`config.mk`:
```
export PLATFORM = sky130hd
export DESIGN_NAME = count_slice_sched
export DESIGN_NICKNAME = d
export VERILOG_FILES = /design/src/rtl/count_slice_sched.sv
export SDC_FILE = /design/constraint.sdc
export NUM_CORES = 1
export LEC_CHECK = 0
export ABC_CLOCK_PERIOD_IN_PS = 3550
export BUFFER_PORTS_ARGS = -buffer_cell sky130_fd_sc_hd__clkbuf_2
export CAP_MARGIN = 20
export CORE_MARGIN = 2
export CORE_UTILIZATION = 48
export CTS_CLUSTER_DIAMETER = 80
export DETAILED_ROUTE_END_ITERATION = 10
export PLACE_DENSITY = 0.83
export REMOVE_ABC_BUFFERS = 1
export SYNTH_ARGS = -nofsm -noshare
export SYNTH_HDL_FRONTEND = slang
export SYNTH_SLANG_ARGS = --single-unit
```
`constraint.sdc`:
```
create_clock -name clk -period 3.55 [get_ports clk]
set_input_delay 0.355 -clock clk [delete_from_list [all_inputs] [get_ports clk]]
set_output_delay 0.355 -clock clk [all_outputs]
set_load 0.1 [all_outputs]
```
`src/rtl/count_slice_sched.sv`:
```
// Sequencer for a shared W-bit loadable up-counter slice arbitrated among NREQ requesters.
// Define COUNT_SCHED_RR_EN for round-robin arbitration; otherwise lowest index wins.
module count_slice_sched #(
   parameter int unsigned NREQ = 4,
   parameter int unsigned W    = 5
) (
   input  logic              clk,
   input  logic              rst,
   input  logic [NREQ-1:0]   req,
   input  logic [NREQ*W-1:0] preload,
   input  logic              hold,
   output logic [NREQ-1:0]   grant,
   output logic [NREQ-1:0]   done,
   output logic              busy,
   output logic [W-1:0]      count,
   output logic              tc
);

   localparam int N = int'(NREQ);

   typedef enum logic [1:0] {StIdle, StCount, StDone} state_e;

   state_e          state_q, state_d;
   logic [NREQ-1:0] grant_q, grant_d;
   logic [W-1:0]    count_q, count_d;

   logic            win_valid;
   logic [NREQ-1:0] win_oh;
   logic [W-1:0]    win_load;
   logic            owner_req;

`ifdef COUNT_SCHED_RR_EN
   localparam int unsigned PW = (NREQ > 1) ? $clog2(NREQ) : 1;

   logic [PW-1:0] ptr_q, win_next;

   // Walk offsets from farthest to nearest so the nearest requester above ptr_q wins.
   always_comb begin
      win_valid = 1'b0;
      win_oh    = '0;
      win_load  = '0;
      win_next  = '0;
      for (int k = N - 1; k >= 0; k--) begin
         for (int i = 0; i < N; i++) begin
            if (req[i] && (i == (int'(ptr_q) + k) % N)) begin
               win_valid = 1'b1;
               win_oh    = '0;
               win_oh[i] = 1'b1;
               win_load  = preload[i*W +: W];
               win_next  = (i == N - 1) ? '0 : PW'(i + 1);
            end
         end
      end
   end

   always_ff @(posedge clk or posedge rst) begin
      if (rst) begin
         ptr_q <= '0;
      end else if (state_q == StIdle && win_valid) begin
         ptr_q <= win_next;
      end
   end
`else
   always_comb begin
      win_valid = 1'b0;
      win_oh    = '0;
      win_load  = '0;
      for (int i = N - 1; i >= 0; i--) begin
         if (req[i]) begin
            win_valid = 1'b1;
            win_oh    = '0;
            win_oh[i] = 1'b1;
            win_load  = preload[i*W +: W];
         end
      end
   end
`endif

   always_comb begin
      owner_req = |(req & grant_q);
      tc        = (state_q == StCount) && (&count_q) && !hold;
      state_d   = state_q;
      grant_d   = grant_q;
      count_d   = count_q;
      unique case (state_q)
         StIdle: begin
            if (win_valid) begin
               state_d = StCount;
               grant_d = win_oh;
               count_d = win_load;
            end
         end
         StCount: begin
            // Abort wins over terminal count; hold never blocks an abort.
            if (!owner_req) begin
               state_d = StIdle;
               grant_d = '0;
            end else if (tc) begin
               state_d = StDone;
            end else if (!hold) begin
               count_d = count_q + 1'b1;
            end
         end
         StDone: begin
            state_d = StIdle;
            grant_d = '0;
         end
         default: begin
            state_d = StIdle;
            grant_d = '0;
         end
      endcase
   end

   always_ff @(posedge clk or posedge rst) begin
      if (rst) begin
         state_q <= StIdle;
         grant_q <= '0;
         count_q <= '0;
      end else begin
         state_q <= state_d;
         grant_q <= grant_d;
         count_q <= count_d;
      end
   end

   assign grant = grant_q;
   assign done  = (state_q == StDone) ? grant_q : '0;
   assign busy  = (state_q != StIdle);
   assign count = count_q;

endmodule

```
==> key figures <==
Layout
  – P&R area growth vs syn: 26.1%
  – Layout cells sized above 1: between 30 and 40%
  – Nets: approximately 170
  – Ant diodes: 0
  – Most common cell after layout, fill and taps aside: clkbuf_2
  – Most frequent cells in the layout: 41 x clkbuf_2, 11 x dfrtp_1, 8 x nor2_1

Worst setup path
  – Kind of critical path: flip-flop to output port
  – Worst path max stage delay: approximately 0.46 ns
  – Critical Path Source: count[1]
  – Worst r2r path cells: 6
  – Cell mode on critical path: ha_1
  – CP Cell Sequence: ha_1 -> and3_1 -> ha_1 -> nand2b_1 -> nor2_1 -> clkbuf_2
  – Critical Path Sink Type: output port
  – Worst Path Required: 3.19 ns
  – Stages on worst setup path: 6
  – Critical path's top delay family: buffers and inverters
  – Worst reg2reg setup slack: around 1.6 ns
  – Worst setup endpoint: tc
  – Slowest stage cell, crit path: clkbuf_2
  – Crit path arrival time: 1.91 ns
  – Worst R2R End: count[1]
  – CP bufs+invs: 1
  – Worst Path Max Fanout: 5
  – CP Launch Type: flip-flop
  – R2r startpoint: count[0]

Synth
  – Synth Warn #: 0
  – Post-Synthesis Cells: 94
  – Post-synth EDFFs: 0
  – Avg Inst Size Synth: roughly 9 µm²
  – Synthesized area: between 800 and 900 µm²
  – Sequential fraction of the synthesis area: about a third
  – FF+latch count, synth: 11
  – Synth Flop Type: dfrtp_1
  – Synth unique cells: 36
  – Async SR Flop Fraction: 100%

Clock network
  – CTS Hold Bufs: 0
  – H-tree levels: 1
  – Post-CTS sizing: 0
  – Root buffer cell: clkbuf_4
  – CTS Buf Count: 3
  – Clk buf depth: 2
  – Reg clk slew, reported paths: roughly 0.08 ns
  – Worst skew pair latency: about 0.27 ns
  – Setup bufs post-CTS: 0
  – CTS tree: yes
  – CTS sink cnt: 11

Timing
  – Worst Tran Pin Value: around 0.54 ns
  – Unrepaired setup endpoints after global routing: false
  – Tmin final: approximately 2.3 ns
  – Max Slew Vio Count: 0
  – Sum Neg Setup Slack: 0 ns
  – Setup Viol. Count Final: 0
  – Worst Skew: between 0.007 and 0.008 ns
  – Fin. Hold Viols: 0
  – Final worst slack: approximately 1.3 ns
  – Relative slew slack: 63.9%
  – Final period util: between 60 and 70%
  – F_max: 442 MHz

GRT
  – Initial antenna violation count: 0
  – Vias in the first global route: 829
  – First-pass GRT wire length: roughly 3400 µm
  – Pin count of the biggest net entering global routing: 16
  – Total GRT Usage: 21.8%
  – GR Overflow Total: 0

Place
  – Count of buffers from port buffering: just over 40
  – Detail Placement HPWL: 1670 µm
  – Gp weighted congestion: roughly 0.86
  – DP Worst Slack: 1.58 ns

Drt
  – Routed Antenna Nets: 0
  – DR pass1 iterations: 4
  – DR vias: ~870
  – # DRC: 0
  – Iter 0 DRT Violations: 23
  – WL/cell: ~14 µm
  – Post-Route WL: between 2000 and 2500 µm
  – Vias per std cell: 5.74

Floorplanning
  – Die height: 46.1 µm
  – Initial Util: 50.3%
  – DIE WIDTH: 46.1 µm
  – Core area: between 1500 and 2000 µm²
  – Die area: roughly 2100 µm²
  – Ports: 42
  – Row count: 15

Run
  – # Max-Cap Violations: 0

Power and ir drop
  – PwrDens: 962 nW/µm²
  – Worst VDD drop: about 0.00060 V
  – Leak: 0.551 nW

Min path
  – Hold/Removal Path Class: input pin to asynchronous set/reset pin

Outcome
  – Status: finished, final reports clean
[worst min-delay path by stage]
stage / end / cells after the start / slack (ns) / startpoint
2_1_floorplan: count[0] / 1 / 0.21 / rst
3_3_place_gp: state_q[0] / 2 / 0.34 / rst
3_5_place_dp: count[4] / 2 / 0.36 / rst
4_1_cts: count[2] / 2 / 0.07 / rst
5_1_grt: count[2] / 2 / 0.09 / rst
6_report: count[2] / 2 / 0.05 / rst
[where the power goes]
| group | leakage (nW) | internal, mW | switching [mW] |
|---|---|---|---|
| clock | 0.0150 | 0.0435 | 0.0443 |
| combinational | 0.400 | 0.187 | 0.525 |
| sequential | 0.136 | 0.173 | 0.0577 |
| total | 0.551 | 0.403 | 0.627 |
[stage by stage]
| stage | hold WS (ns) | instance area, µm² | utilization (%) | total power [mW] | instances |
|---|---|---|---|---|---|
| final | 0.0513 | 1070 | 63.4 | 1.03 | 152 |
| after global routing | 0.0914 | 1070 | 63.4 | 1.09 | 152 |
| after CTS | 0.0704 | 1070 | 63.4 | 1.04 | 152 |
| after detailed placement | 0.361 | 1040 | 61.9 | 0.945 | 148 |
| after global placement | 0.341 | 1040 | 61.9 | 0.933 | 148 |
| after floorplan | 0.207 | 818 | - | 0.810 | 90 |
[final cells by class]
| cell class | instances | area (µm²) |
|---|---|---|
| Fill cell | 151 | 618 |
| Multi-Input combinational cell | 72 | 517 |
| Sequential cell | 11 | 275 |
| Timing Repair Buffer | 41 | 205 |
| Clock buffer | 4 | 26.3 |
| Inverter | 7 | 26.3 |
| Tap cell | 17 | 21.3 |
[cell usage after synthesis, types with 2 or more instances]
cell type	instances	area (µm²)
dfrtp_1	11	275
a31oi_1	3	18.8
a22o_1	4	35.0
nand2b_1	3	18.8
a221o_1	3	30.0
a221oi_1	2	17.5
nand3b_1	3	22.5
buf_6	2	22.5
nand3_1	3	15.0
inv_1	7	26.3
nor2_1	8	30.0
mux2_4	2	30.0
a21oi_1	6	30.0
nor3_1	4	20.0
a22oi_1	2	15.0
nor2b_1	2	12.5
nand2_1	5	18.8
and3_1	2	12.5
ha_1	2	25.0
and2_1	4	25.0
[logic make-up after synthesis]
| kind of cell | count (synthesis) | share of synthesized area [%] |
|---|---|---|
| muxes | 2 | 3.53 |
| and+or+nand+nor | 39 | 26.7 |
| AOI/OAI and AO/OA | 29 | 27.7 |
| buffers and inverters | 11 | 6.77 |
| adders and majority gates | 2 | 2.95 |
| DFF | 11 | 32.4 |
[layer usage]
layer  vias to the layer above  GRT usage [%]  part of all wire [%]  routed length (µm)
li1                        432              -                     -                   -
met2                        40           37.5                    49                1030
met4                         0           9.14                   1.5                  31
met5                         -              0                     0                   0
met1                       397           26.8                    43                 898
met3                         4           3.14                   6.5                 137
[registers in the layout, indices dropped and copies added, names as in the netlist]
| name | flops |
|---|---|
| grant | 4 |
| count | 5 |
| state_q | 2 |
(Power assumes the default switching activity.)
